$ cat src/rtl/viterbi_pkg.sv
// rtl/viterbi_pkg.sv - shared state encoding, mode constants and trellis step helpers
package viterbi_pkg;

  typedef enum logic [1:0] {
    ST_IDLE  = 2'd0,
    ST_TRACE = 2'd1,
    ST_HOLD  = 2'd2
  } trace_state_t;

  localparam logic MODE_SLIDE = 1'b0;
  localparam logic MODE_FLUSH = 1'b1;

  // Bit that drove the encoder into state s: the newest bit sits in the MSB.
  function automatic logic decoded_bit(input int m, input logic [31:0] s);
    return s[m-1];
  endfunction

  // Previous state: drop the newest bit, re-append the bit shifted out (the decision).
  function automatic logic [31:0] predecessor(input int m, input logic [31:0] s, input logic d);
    logic [31:0] mask;
    mask = (32'd1 << m) - 32'd1;
    if (m == 1) begin
      return {31'd0, d};
    end
    return ((s << 1) | {31'd0, d}) & mask;
  endfunction

endpackage

$ cat src/rtl/survivor_mem.sv
// rtl/survivor_mem.sv - survivor decision storage, sync write, async read
module survivor_mem #(
  parameter int AW = 6,
  parameter int W  = 4
) (
  input  logic          clk,
  input  logic          we,
  input  logic [AW-1:0] waddr,
  input  logic [W-1:0]  wdata,
  input  logic [AW-1:0] raddr,
  output logic [W-1:0]  rdata
);

  logic [W-1:0] mem [0:(1<<AW)-1];

  // Write lands on the edge, so a same-cycle read still sees the old column.
  always_ff @(posedge clk) begin
    if (we) begin
      mem[waddr] <= wdata;
    end
  end

  assign rdata = mem[raddr];

endmodule

$ cat src/rtl/viterbi_traceback.sv
// rtl/viterbi_traceback.sv - survivor-path traceback with sliding and flush modes
module viterbi_traceback
  import viterbi_pkg::*;
#(
  parameter int M        = 2,
  parameter int TB_DEPTH = 16,
  parameter int OUT_BITS = 8,
  parameter int AW       = 6
) (
  input  logic                clk,
  input  logic                rst,
  input  logic                i_dec_valid,
  input  logic [(1<<M)-1:0]   i_dec,
  input  logic                i_tb_start,
  input  logic                i_mode,
  input  logic [M-1:0]        i_start_state,
  input  logic                i_out_ready,
  output logic [OUT_BITS-1:0] o_data,
  output logic                o_valid,
  output logic                o_busy,
  output logic                o_err
);

  localparam int NS        = 1 << M;
  localparam int MEM_DEPTH = 1 << AW;
  localparam int L_SLIDE   = TB_DEPTH + OUT_BITS;
  localparam int CW        = $clog2(L_SLIDE + 1);

  localparam logic [AW:0]   FILL_MAX   = (AW+1)'(MEM_DEPTH);
  localparam logic [AW:0]   NEED_SLIDE = (AW+1)'(L_SLIDE);
  localparam logic [AW:0]   NEED_FLUSH = (AW+1)'(OUT_BITS);
  localparam logic [CW-1:0] LEN_SLIDE  = CW'(L_SLIDE);
  localparam logic [CW-1:0] LEN_FLUSH  = CW'(OUT_BITS);
  localparam logic [CW-1:0] SKIP_SLIDE = CW'(TB_DEPTH);

  logic [AW-1:0]       wr_ptr;
  logic [AW:0]         fill;
  trace_state_t        state;
  logic [AW-1:0]       rd_ptr;
  logic [M-1:0]        cur;
  logic [CW-1:0]       len;
  logic [CW-1:0]       skip;
  logic [CW-1:0]       cnt;
  logic [OUT_BITS-1:0] word;
  logic [NS-1:0]       rd_col;
  logic                dec_bit;
  logic                step_bit;
  logic [M-1:0]        prev_state;
  logic [AW:0]         need;

  survivor_mem #(
    .AW(AW),
    .W (NS)
  ) u_mem (
    .clk  (clk),
    .we   (i_dec_valid),
    .waddr(wr_ptr),
    .wdata(i_dec),
    .raddr(rd_ptr),
    .rdata(rd_col)
  );

  assign dec_bit    = rd_col[cur];
  assign step_bit   = decoded_bit(M, 32'(cur));
  assign prev_state = M'(predecessor(M, 32'(cur), dec_bit));
  assign need       = (i_mode == MODE_FLUSH) ? NEED_FLUSH : NEED_SLIDE;

  // Decision columns are stored every valid cycle regardless of traceback activity.
  always_ff @(posedge clk or negedge rst) begin
    if (!rst) begin
      wr_ptr <= '0;
      fill   <= '0;
    end else if (i_dec_valid) begin
      wr_ptr <= wr_ptr + AW'(1);
      if (fill != FILL_MAX) begin
        fill <= fill + (AW+1)'(1);
      end
    end
  end

  // Traceback controller: one trellis step per TRACE cycle, word held in HOLD until taken.
  always_ff @(posedge clk or negedge rst) begin
    if (!rst) begin
      state   <= ST_IDLE;
      rd_ptr  <= '0;
      cur     <= '0;
      len     <= '0;
      skip    <= '0;
      cnt     <= '0;
      word    <= '0;
      o_data  <= '0;
      o_valid <= 1'b0;
      o_busy  <= 1'b0;
      o_err   <= 1'b0;
    end else begin
      o_err <= 1'b0;
      case (state)
        ST_IDLE: begin
          if (i_tb_start) begin
            if (fill >= need) begin
              state  <= ST_TRACE;
              o_busy <= 1'b1;
              cur    <= i_start_state;
              rd_ptr <= wr_ptr - AW'(1);
              cnt    <= '0;
              word   <= '0;
              len    <= (i_mode == MODE_FLUSH) ? LEN_FLUSH : LEN_SLIDE;
              skip   <= (i_mode == MODE_FLUSH) ? '0 : SKIP_SLIDE;
            end else begin
              o_err <= 1'b1;
            end
          end
        end
        ST_TRACE: begin
          if (cnt == len) begin
            state   <= ST_HOLD;
            o_data  <= word;
            o_valid <= 1'b1;
          end else begin
            // Newest kept bit is shifted toward the MSB so the oldest ends in bit 0.
            if (cnt >= skip) begin
              word <= (word << 1) | OUT_BITS'(step_bit);
            end
            cur    <= prev_state;
            rd_ptr <= rd_ptr - AW'(1);
            cnt    <= cnt + CW'(1);
          end
        end
        ST_HOLD: begin
          if (i_out_ready) begin
            state   <= ST_IDLE;
            o_valid <= 1'b0;
            o_busy  <= 1'b0;
          end
        end
        default: begin
          state   <= ST_IDLE;
          o_valid <= 1'b0;
          o_busy  <= 1'b0;
        end
      endcase
    end
  end

endmodule

$ cat config.mk
export PLATFORM = sky130hd
export DESIGN_NAME = viterbi_traceback
export DESIGN_NICKNAME = d
export VERILOG_FILES = /design/src/rtl/viterbi_pkg.sv /design/src/rtl/survivor_mem.sv /design/src/rtl/viterbi_traceback.sv
export SDC_FILE = /design/constraint.sdc
export NUM_CORES = 1
export LEC_CHECK = 0
export BUFFER_PORTS_ARGS = -buffer_cell sky130_fd_sc_hd__clkbuf_2
export CAP_MARGIN = 20
export CORE_MARGIN = 1
export CORE_UTILIZATION = 60
export DETAILED_ROUTE_END_ITERATION = 10
export HOLD_SLACK_MARGIN = 0.06
export PLACE_DENSITY = 0.77
export SYNTH_ARGS = -nofsm -noshare
export SYNTH_HDL_FRONTEND = slang
export SYNTH_HIERARCHICAL = 1
export SYNTH_SLANG_ARGS = --single-unit
export TNS_END_PERCENT = 1
$ cat constraint.sdc
create_clock -name clk -period 5.6 [get_ports clk]
set_input_delay 0.56 -clock clk [delete_from_list [all_inputs] [get_ports clk]]
set_output_delay 0.56 -clock clk [all_outputs]
set_load 0.02 [all_outputs]
==> metrics.md <==
| Metric | Value |
|---|---|
| Crit-path cells | `buf_4, mux4_1, o32ai_1, or3_1, o211ai_1, mux4_2, nand2_1, a31oi_1` |
| Highest Signal Layer | `met4` |
| Tmin final | `3.33 ns` |
| WL per Instance | `24.2 um` |
| Synth top area cells | `edfxtp_1 61%, dfrtp_1 9.7%, mux4_2 8.3%` |
| Initial cell density of the core | `61.9%` |
| GRT Total Usage | `24.2%` |
| Yosys reg bits | `305` |
| Final net count | `776` |
| Final hold vios | `0` |
| Yosys warns | `6` |
| TritonCTS clock tree | `yes` |
| First-pass GRT wire length | `39600 um` |
| FMAX | `300 MHz` |
| Final Skew | `0.0165 ns` |
| WL met1 | `10500 um` |
| Final instance area | `14000 um2` |
| Latest clock arrival within the worst-skew pair | `0.56 ns` |
| Most frequent cell after synthesis | `edfxtp_1` |
| Post-synth ARST share | `16.1%` |
| DR vias/cell | `6.46` |
| CTS Hold Buffers Added | `0` |
| Slew HR | `32.2%` |
| Largest net degree at the start of global routing | `65` |
| Die W | `147 um` |
| CP Launch Type | `flip-flop` |
| Post-synthesis cell type count | `65` |
| Layout area overhead | `10.0%` |
| Status | `completed` |
| Root Driver | `clkbuf_16` |
| Max stage delay on crit path | `0.97 ns` |
| Register Area | `8920 um2` |
| RSZ-0062 raised after global routing | `false` |
| Final WL | `25400 um` |
| Layout cells sized above 1 | `18.4%` |
| CTS resizes | `0` |
| Vias in the first global route | `6819` |
| CP max stage cell | `dfrtp_2` |
| Mapped Nets | `745` |
| WP data arrival | `3.75 ns` |
| Grt ovf | `0` |
| Max VDD drop | `0.350 mV` |
| Final core utilization | `68.1%` |
| Placement Cell Area | `13000 um2` |
| Yosys top cell area share | `60.6%` |
| Fillers | `1344` |
| Met2 Routed Length | `12300 um` |
| Initial antenna violation count | `0` |
| DIE HEIGHT | `147 um` |
| Critical Path Start | `rd_ptr[1]` |
| Num rows | `52` |
| Sequential Power Share | `44.5%` |
| Slew Viols, Final | `0` |
| Clk buf depth | `3` |
| Tightest Pin Transition | `1.02 ns` |
| Metal3 WL | `1760 um` |
| Leakage Power | `4.74 nW` |
| # diodes | `0` |
| Crit Path Category | `flip-flop to flip-flop` |
| Internal | `4.69 mW` |
| Pre-Repair DR Iteration Count | `5` |
| Syn Area/Cell | `17.5 um2` |
| Clk network pwr share | `27.4%` |
| Post-route antenna net violation count | `0` |
| Worst R2R Start | `rd_ptr[1]` |
| Core ar. | `20500 um2` |
| Dominant cell type by area after synthesis | `edfxtp_1` |
| Mapped Cells | `725` |
| CTS Buf Count | `31` |
| Mapped Area | `12700 um2` |
| Hold Crit Class | `input pin to async pin` |
| Pwr per Cell Area | `496 nW/um2` |
| Area of the multi-input gates | `3480 um2` |
| Number of I/O pins | `23` |
| Ratio of final minimum period to clock period | `59.5%` |
| CP max FO | `40` |
| Net Sw Frac | `32.2%` |
| Leading post-synthesis cells by instance count | `256 x edfxtp_1, 88 x nor2_1, 49 x dfrtp_1, 47 x mux4_2, 26 x nand2_1` |
| Routability congestion estimate | `0.823` |
| Post-synth EDFFs | `256` |
| Worst EP required | `6.02 ns` |
| Setup crit end kind | `flip-flop` |
| DP HPWL | `15700 um` |
| Sw power | `2.23 mW` |
| Setup TNS | `0 ns` |
| Post-CTS Setup Inserts | `0` |
| Die ar. | `21700 um2` |
| Most used flip-flop cell after synthesis | `edfxtp_1` |
| Max_cap viols | `0` |
| Htree depth | `1` |
| PortBufs | `22` |
| Clock sinks | `305` |
| Final setup violation count | `0` |
| DRC marker count from the first detailed-route iteration | `855` |
| # DRC | `0` |
| Worst hold margin | `0.0925 ns` |
| Vias | `6762` |
| Seq/Total Area, Yosys | `70.3%` |
| Worst-path clk slew | `0.06 ns` |
| Gate power share | `28.1%` |
[worst paths after layout]
| path | endpoint | slack (ns) | depth (start not counted) |
|---|---|---|---|
| worst min register to register | o_data[6] | 0.51 | 1 |
| min in group clk | skip[4] | 0.21 | 2 |
| max in group asynchronous | rd_ptr[0] | 5.02 | 2 |
| worst max register to register | cur[0] | 2.27 | 8 |
| worst max-delay path | cur[0] | 2.27 | 8 |
| worst min-delay path | fill[2] | 0.09 | 2 |
[layer usage]
| layer | vias up | global-route usage (%) |
|---|---|---|
| met5 | - | 0 |
| met4 | 0 | 7.06 |
| met3 | 68 | 3.55 |
| met2 | 290 | 38.8 |
| met1 | 3466 | 35.3 |
| li1 | 2938 | - |
[placed cells by master, fill, tap and decap left out, drive strengths merged, types with 3 or more instances in the layout]
cell type  count
a31oi          3
mux2          13
dfrtp         49
nand2         26
buf            9
nor2          89
a21oi          7
nand3b         5
mux4          66
a22o          13
nand3         15
and3           3
nand4         10
clkinv        11
xnor2         12
ha             8
edfxtp       256
a211oi         4
o21ai         13
nor3           8
a31o           3
nor2b          8
inv           14
o22ai          3
xor2           3
and2           3
o221ai         6
or3            4
nand2b        10
a22oi          8
mux2i          8
clkbuf        63
[power by group through the flow]
stage               combinational, mW  sequential, mW  clock, mW
floorplan                        1.65            2.90          0
global placement                 1.86            3.10          0
detailed placement               1.93            3.12          0
CTS                              1.94            3.07       1.93
global route                     2.09            3.11       2.01
finish                           1.95            3.08       1.89
[through the flow]
stage | instances | power (mW) | setup WS, ns
final | 1047 | 6.92 | 2.27
after global routing | 1047 | 7.21 | 2.14
after CTS | 1044 | 6.94 | 2.26
after detailed placement | 990 | 5.05 | 2.29
after global placement | 989 | 4.96 | 2.40
after floorplan | 725 | 4.55 | 3.13
[critical path: cells and delay by family (launching register included)]
| family | cells | cell delay, ns |
|---|---|---|
| buffers and inverters | 1 | 0.44 |
| and+or+nand+nor | 2 | 0.26 |
| DFF | 1 | 0.97 |
| AOI/OAI and AO/OA | 3 | 0.58 |
| muxes | 2 | 0.90 |
[cell families (layout without fill, tap and decap cells)]
group	count (synthesis)	in the layout	share of synthesized area, %
DFF	305	305	70.3
and+or+nand+nor	189	189	7.17
muxes	87	87	14.1
AOI/OAI and AO/OA	74	74	4.39
buffers and inverters	47	99	2.29
xor gates and xnor gates	15	15	1.04
adders and majority gates	8	8	0.789
[flip-flops by register name, indices dropped and copies added (netlist names), 5 cells and up]
name       flops
cnt            5
fill           7
o_data         8
rd_ptr         6
u_mem/mem    256
word           8
wr_ptr         6
[layout make-up]
| class | instances | share of cell area (%) |
|---|---|---|
| inverter | 14 | 0.376 |
| multi-input combinational | 373 | 24.9 |
| timing repair buffer | 31 | 1.69 |
| clock buffer | 41 | 6.04 |
| tap | 270 | 2.42 |
| sequential | 305 | 63.9 |
| clock inverter | 13 | 0.636 |
Note: power is estimated with default switching activity, not from simulation.
